## src/rtl/sl_transmitter.sv

```systemverilog
// Serial-line word transmitter: Le data bits LSB first, odd parity, then a stop symbol, over the SL0/SL1 pair.
// Latency: the first bit is driven on the edge that accepts send_imm; the word then occupies (Le+2)*2*P clocks.
// Backpressure: send_imm and config writes are ignored while busy. SL_TX_BUSY_STATUS_EN mirrors busy on r_config_w[6].
module sl_transmitter (
  input  logic        clk,
  input  logic        rst,
  input  logic [31:0] data_a,
  input  logic        send_imm,
  input  logic [9:0]  wr_config_w,
  input  logic        wr_config_enable,
  output logic [9:0]  r_config_w,
  output logic        SL0,
  output logic        SL1,
  output logic        send_in_process
);

  typedef enum logic [1:0] {S_IDLE, S_DATA, S_PARITY, S_STOP} state_t;

  state_t      state_q, state_d;
  logic [5:0]  cfg_len_q;
  logic [2:0]  cfg_mode_q;
  logic [31:0] shift_q, shift_d;
  logic [5:0]  bits_left_q, bits_left_d;
  logic        parity_q, parity_d;
  logic        phase_q, phase_d;
  logic [5:0]  tick_q, tick_d;
  logic [2:0]  me_q, me_d;
  logic        sl0_q, sl0_d;
  logic        sl1_q, sl1_d;

  logic        cfg_wr;
  logic [5:0]  start_len_raw;
  logic [2:0]  start_mode_raw;
  logic [5:0]  start_len;
  logic [2:0]  start_me;
  logic [5:0]  tick_last;
  logic        phase_end;
  logic        par_bit;
  logic        status_bit;
  logic        unused_cfg_rsvd;

  assign unused_cfg_rsvd = wr_config_w[6];
  assign cfg_wr          = wr_config_enable && (state_q == S_IDLE);

  // A write landing on the same edge as the accepted send governs that word.
  assign start_len_raw  = wr_config_enable ? wr_config_w[5:0] : cfg_len_q;
  assign start_mode_raw = wr_config_enable ? wr_config_w[9:7] : cfg_mode_q;
  assign start_len      = (start_len_raw == 6'd0 || start_len_raw > 6'd32) ? 6'd32 : start_len_raw;
  assign start_me       = (start_mode_raw > 3'd5) ? 3'd5 : start_mode_raw;

  // P-1 as a right-shifted all-ones mask: me=0 gives 1, me=5 gives 63.
  assign tick_last = 6'h3F >> (3'd5 - me_q);
  assign phase_end = (tick_q == tick_last);
  assign par_bit   = ~(parity_q ^ shift_q[0]);

  always_comb begin
    state_d     = state_q;
    shift_d     = shift_q;
    bits_left_d = bits_left_q;
    parity_d    = parity_q;
    phase_d     = phase_q;
    tick_d      = tick_q;
    me_d        = me_q;
    sl0_d       = sl0_q;
    sl1_d       = sl1_q;
    if (state_q == S_IDLE) begin
      if (send_imm) begin
        state_d     = S_DATA;
        shift_d     = data_a;
        bits_left_d = start_len;
        me_d        = start_me;
        parity_d    = 1'b0;
        phase_d     = 1'b0;
        tick_d      = 6'd0;
        sl0_d       = data_a[0];
        sl1_d       = ~data_a[0];
      end
    end else if (!phase_end) begin
      tick_d = tick_q + 6'd1;
    end else begin
      tick_d = 6'd0;
      if (!phase_q) begin
        phase_d = 1'b1;
        sl0_d   = 1'b1;
        sl1_d   = 1'b1;
      end else begin
        phase_d = 1'b0;
        if (state_q == S_DATA) begin
          shift_d     = shift_q >> 1;
          parity_d    = parity_q ^ shift_q[0];
          bits_left_d = bits_left_q - 6'd1;
          if (bits_left_q == 6'd1) begin
            state_d = S_PARITY;
            sl0_d   = par_bit;
            sl1_d   = ~par_bit;
          end else begin
            sl0_d = shift_q[1];
            sl1_d = ~shift_q[1];
          end
        end else if (state_q == S_PARITY) begin
          state_d = S_STOP;
          sl0_d   = 1'b0;
          sl1_d   = 1'b0;
        end else begin
          state_d = S_IDLE;
        end
      end
    end
  end

  always_ff @(posedge clk or posedge rst) begin
    if (rst) begin
      state_q     <= S_IDLE;
      shift_q     <= 32'd0;
      bits_left_q <= 6'd0;
      parity_q    <= 1'b0;
      phase_q     <= 1'b0;
      tick_q      <= 6'd0;
      me_q        <= 3'd0;
      sl0_q       <= 1'b1;
      sl1_q       <= 1'b1;
    end else begin
      state_q     <= state_d;
      shift_q     <= shift_d;
      bits_left_q <= bits_left_d;
      parity_q    <= parity_d;
      phase_q     <= phase_d;
      tick_q      <= tick_d;
      me_q        <= me_d;
      sl0_q       <= sl0_d;
      sl1_q       <= sl1_d;
    end
  end

  always_ff @(posedge clk or posedge rst) begin
    if (rst) begin
      cfg_len_q  <= 6'd32;
      cfg_mode_q <= 3'd0;
    end else if (cfg_wr) begin
      cfg_len_q  <= wr_config_w[5:0];
      cfg_mode_q <= wr_config_w[9:7];
    end
  end

  assign SL0             = sl0_q;
  assign SL1             = sl1_q;
  assign send_in_process = (state_q != S_IDLE);

`ifdef SL_TX_BUSY_STATUS_EN
  assign status_bit = send_in_process;
`else
  assign status_bit = 1'b0;
`endif

  assign r_config_w = {cfg_mode_q, status_bit, cfg_len_q};

endmodule

```

## config.mk

```make
export PLATFORM = sky130hd
export DESIGN_NAME = sl_transmitter
export DESIGN_NICKNAME = d
export VERILOG_FILES = /design/src/rtl/sl_transmitter.sv
export SDC_FILE = /design/constraint.sdc
export NUM_CORES = 1
export LEC_CHECK = 0
export ABC_AREA = 1
export CORE_MARGIN = 3
export CORE_UTILIZATION = 49
export DETAILED_ROUTE_END_ITERATION = 10
export PLACE_DENSITY = 0.76
export REMOVE_ABC_BUFFERS = 1
export SETUP_SLACK_MARGIN = 0.2
export SLEW_MARGIN = 0
export SYNTH_ARGS = -nofsm -noshare
export SYNTH_HDL_FRONTEND = slang
export SYNTH_SLANG_ARGS = --single-unit
```

## constraint.sdc

```tcl
create_clock -name clk -period 2.05 [get_ports clk]
set_input_delay 0.41 -clock clk [delete_from_list [all_inputs] [get_ports clk]]
set_output_delay 0.41 -clock clk [all_outputs]
set_load 0.01 [all_outputs]
```

Word level (Yosys, flattened, before mapping)
Cells that the tools add are included.
Word-level totals
  input port bits: 46
  flip-flop bits (word level): 62
  logic and storage cells: 86
  output and inout bits: 13
Operators by class
  shifts and indexed selects: 1
  mux-type cells: 45
  $lt $le $gt $ge: 2
  bitwise operators: 4
  add/sub/neg operators: 3
  equality and inequality tests: 7
  reduce and logical (&&, ||, !) cells: 13
Operator list (count)
  2-to-1 mux 32 bit: 5
  2-to-1 mux 6 bit: 10
  2-to-1 mux 1 bit: 21
  2-to-1 mux 2 bit: 7
  AND reduction 4 bit: 2
  nonzero test 2 bit: 4
  adder 6 x 1 -> 6 bit, second input constant: 1
  equality test 6 x 1 -> 1 bit, second input constant: 1
  equality test 6 bit: 1
  greater-than comparator 6 bit, second input constant: 1
  zero test 6 bit: 1
  2-to-1 mux 3 bit: 2
  right shift 6 x 3 -> 6 bit, first input constant: 1
  subtractor 6 x 1 -> 6 bit, second input constant: 1
  inequality test 4 x 1 -> 1 bit, second input constant: 1
  AND reduction 2 bit: 2
  greater-than comparator 3 bit, second input constant: 1
  inequality test 3 x 2 -> 1 bit, second input constant: 1
  inverter 1 bit: 3
  AND reduction 3 bit: 1
  subtractor 3 bit, first input constant: 1
  equality test 2 x 1 -> 1 bit, second input constant: 1
  equality test 2 bit, second input constant: 1
  zero test 2 bit: 1
  4 further kinds: 4

Depth between registers and ports, before layout
  depth in word-level cells: 7
  mapped depth: 12
  depth with buffers taken out: 12

Worst setup path before layout
No wires, ideal clock.
  path kind: register to register
  from: reg me_q[1]
  to: reg parity_q
  cell stages (with the launch flop): 12
  path slack: 0.296 ns
  data arrival time: 1.633 ns
  path buffers: 1
  path through: dfrtp_1 -> inv_2 -> ha_1 -> inv_2 -> nand3_1 -> nand2_1 -> nand2_1 -> nor2_4 -> nand3_4 -> nand2_8 -> buf_6 -> o21ai_1
On the way
  longest elaborated chain between the ends: 5
Ends and longest elaborated chain
  start: declaration: line 27  | logic [2:0] me_q, me_d;
  start signal: assignment: line 129  | me_q <= me_d;
  subtractor 3 bit: line 52  | assign tick_last = 6'h3F >> (3'd5 - me_q);
  right shift 6 x 3 -> 6 bit: line 52
  equality test 6 bit: line 53  | assign phase_end = (tick_q == tick_last);
  nonzero test 2 bit (no line)
  AND reduction 4 bit (no line)
  end signal: assignment: line 126  | parity_q <= parity_d;
  end: declaration: line 24  | logic parity_q, parity_d;
Every way passes these cells.
A chain may end at the register's enable or synchronous reset.

Worst setup path after layout
  from: reg me_q[2]
  to: reg shift_q[7]
On the way
  longest elaborated chain between the ends: 5
Ends and longest elaborated chain
  subtractor 3 bit: line 52
  right shift 6 x 3 -> 6 bit: line 52
  equality test 6 bit: line 53
  nonzero test 2 bit (no line)
  AND reduction 4 bit (no line)
  end signal: assignment: line 124  | shift_q <= shift_d;
  end: declaration: line 22  | logic [31:0] shift_q, shift_d;
Every way passes these cells.

==> flow_summary.ini <==
[placement]
dpl.cell_count = 615
gp_congestion = 0.836
pre_cts_slack_ns = 0.0457
hpwlAfterDp_um = 5350
io_buffers = 56

[clock_tree]
clk_pin_slew_ns = 0.07
cts.sinks = 62
clock_latency_ns = 0.35
cts_tree = done
root_buffer = clkbuf_8
hold_buffers = 0
cts_buffer_depth = 2
cts_inserted_buffers = 9
h-tree-depth = 3

[pwr]
p_per_area_nw_per_um2 = 1500
ir_drop_v = 0.000589
p_leak_nw = 2.38

[hold_path]
holdCritPathClass = in -> async

[setup_path]
crit_fanout = 8
worstReg2RegStart = me_q[2]$_DFFE_PP0P_
required_ns = 2.29
crit_start = me_q[2]$_DFFE_PP0P_
crit_chain = ha_4 > inv_4 > nand2_2 > nand2_2 > nand3_2 > nor2_4 > nand3_4 > nand2_8 > buf_12 > buf_12 > buf_16 > o21ai_2
worstSetupPathType = reg -> reg
r2r_slack_ns = 0.16
cpMaxStageDelayCell = dfrtp_1
worst_setup_path_start_kind = flop
crit_path_max_incr_delay_ns = 0.43
critical_path_arrival_ns = 2.13
worstSetupEndpointType = flop

[sta]
setup_violations = 0
layout_setup_ws_ns = 0.157
timing.final.crit_share_pct = 92.3
hold_viol_final = 0
fin_crit_ns = 1.89
rsz0062_at_grt = yes
maxSlewViolCount = 0
fmax_mhz = 528
clock_skew_ns = 0.0133
tns_ns = 0

[yosys]
synth_most_common_cell = nand2_1
synth.top_cell.area_share_pct = 40.4
synth.distinct_cells = 35
yosys_warnings = 0
muxShareOfSynthArea_pct = 1.85
synth_top_family_by_area = simple AND/OR/NAND/NOR gates
ys_ff_latch = 62
syn_avg_cell_area_um2 = 7.77
synth-xor-area-share_pct = 1.68
synthAdderAreaFrac_pct = 2.74
synth_area_leader_cell = dfrtp_1
async_reset_ff_share_pct = 100
synth_compound_area_share_pct = 15.2
synth_flop_cell = dfrtp_1
synth_cells = 470
synthSimpleGateAreaFrac_pct = 25.2
synthTopCellsByCount = nand2_1 (155), dfrtp_1 (59), inv_1 (58), o21ai_0 (41), o21ai_2 (30)
ys_seq_area_share_pct = 42.6
netlist_top_cells_area = dfrtp_1 (40%), nand2_1 (16%), o21ai_2 (7.2%)
synth.cell_area_um2 = 3650
synth_edf_count = 0

[layout]
final-seq-area_um2 = 1560
n_antenna_cell = 0
fin_cells = 649
drive_above_1_share_pct = 23.0
multi_input_comb_area_um2 = 1840
nNetsFinal = 602
area_growth_pct = 35.8
final.fill_count = 554

[die]
io_pins = 59
die_x_um = 92.3
die_y_um = 92.3
rows = 30
core_um2 = 7020
die_area_um2 = 8520
initial_core_util_pct = 52.0

[global_route]
grt_max_degree = 65
antenna_found_initial = 0
grt_pass1_wl_um = 14300
grt_remaining_overflow = 0
grt_pass1_vias = 3253
grt_util_all_layers_pct = 20.7

[route]
dr_total_vias = 3282
drc = 0
drt-pass1-iter-count = 6
antenna_left = 0
vias_per_cell = 5.06
wirelength_um = 8530
routedWlPerCell_um = 13.1
first_iter_violations = 210

[outcome]
status = finished, final reports clean

[job]
maxCapViolations = 0
[per-stage QoR]
| step | hold WS, ns | utilization (%) | power, W | instance area, um2 |
|---|---|---|---|---|
| 6_report | 0.357 | 70.6 | 0.00744 | 4960 |
| 5_1_grt | 0.420 | 70.6 | 0.00803 | 4960 |
| 3_5_place_dp | 0.463 | 61.8 | 0.00548 | 4340 |
| 3_3_place_gp | 0.458 | 61.8 | 0.00534 | 4340 |
| 4_1_cts | 0.365 | 68.4 | 0.00713 | 4800 |
| 2_1_floorplan | 0.449 | - | 0.00444 | 3500 |
[worst paths after layout]
| kind | to | depth (start not counted) |
|---|---|---|
| worst max-delay path | shift_q[7]$_DFFE_PP0P_ | 12 |
| worst min-delay path | shift_q[20]$_DFFE_PP0P_ | 2 |
| worst max register to register | shift_q[7]$_DFFE_PP0P_ | 12 |
| worst min register to register | SL1$_DFFE_PP1P_ | 2 |
| max in group asynchronous | cfg_len_q[5]$_DFFE_PP1P_ | 3 |
| min in group clk | SL1$_DFFE_PP1P_ | 2 |
[sequential cells by signal, summed over array words and instances (netlist names)]
signal	flops
parity_q	1
cfg_mode_q	3
cfg_len_q	6
phase_q	1
state_q	2
SL0	1
tick_q	6
SL1	1
shift_q	32
me_q	3
bits_left_q	6
[layout by cell type, fill, tap and decap left out, drive strengths merged, types with 2 or more instances in the layout]
cell type,n
nor2,26
o22ai,4
xnor2,2
clkdlybuf4s50,54
mux2,6
dfstp,3
bufinv,2
nand3,24
clkbuf,14
o21ai,74
a21oi,6
inv,64
nand2,160
buf,28
or2,3
xor2,5
nand4,3
dfrtp,59
ha,8
[power breakdown]
group	switching, W	total [W]	internal, W
registers	0.000321	0.00210	0.00178
clock network	0.000488	0.00127	0.000783
logic	0.00227	0.00406	0.00179
[per-layer routing]
metal / part of all wire, % / up-vias / track usage [%]
li1: - / 1638 / -
met1: 42 / 1531 / 24.1
met2: 51 / 88 / 36.9
met3: 4.3 / 25 / 3.66
met4: 2.2 / 0 / 9.65
met5: 0 / - / 0
[cells by family (layout without fill, tap and decap cells)]
family / count (synthesis) / after routing
AO/OA/AOI/OAI: 86 / 86
XOR/XNOR: 7 / 7
adder cells (fa/ha/maj): 8 / 8
buffers and inverters: 83 / 165
flip-flops: 62 / 62
multiplexers: 6 / 6
other: 1 / 1
AND/OR/NAND/NOR: 217 / 218
[critical path: cells and delay by family, from the launching register on]
kind                     cells  cell delay (ns)
adder cells (fa/ha/maj)      1             0.29
buffers and inverters        4             0.41
flip-flops                   1             0.43
AND/OR/NAND/NOR              6             0.60
AO/OA/AOI/OAI                1             0.05
[layout make-up]
cell class | count | share of cell area, %
well taps | 96 | 2.42
flip-flops and latches | 62 | 31.4
clock inverters | 3 | 1.31
repair buffers | 85 | 19.3
clock buffers | 13 | 3.41
inverters | 64 | 5.00
multi-input cells | 326 | 37.2
[timing repair]
item | 4_1_cts | 5_1_grt
cloned | 3 | 1
pin swaps | 2 | 8
setup endpoints to repair | 39 | 45
gates resized for setup | 10 | 35
setup buffers | 13 | 1
(Power assumes the default switching activity.)
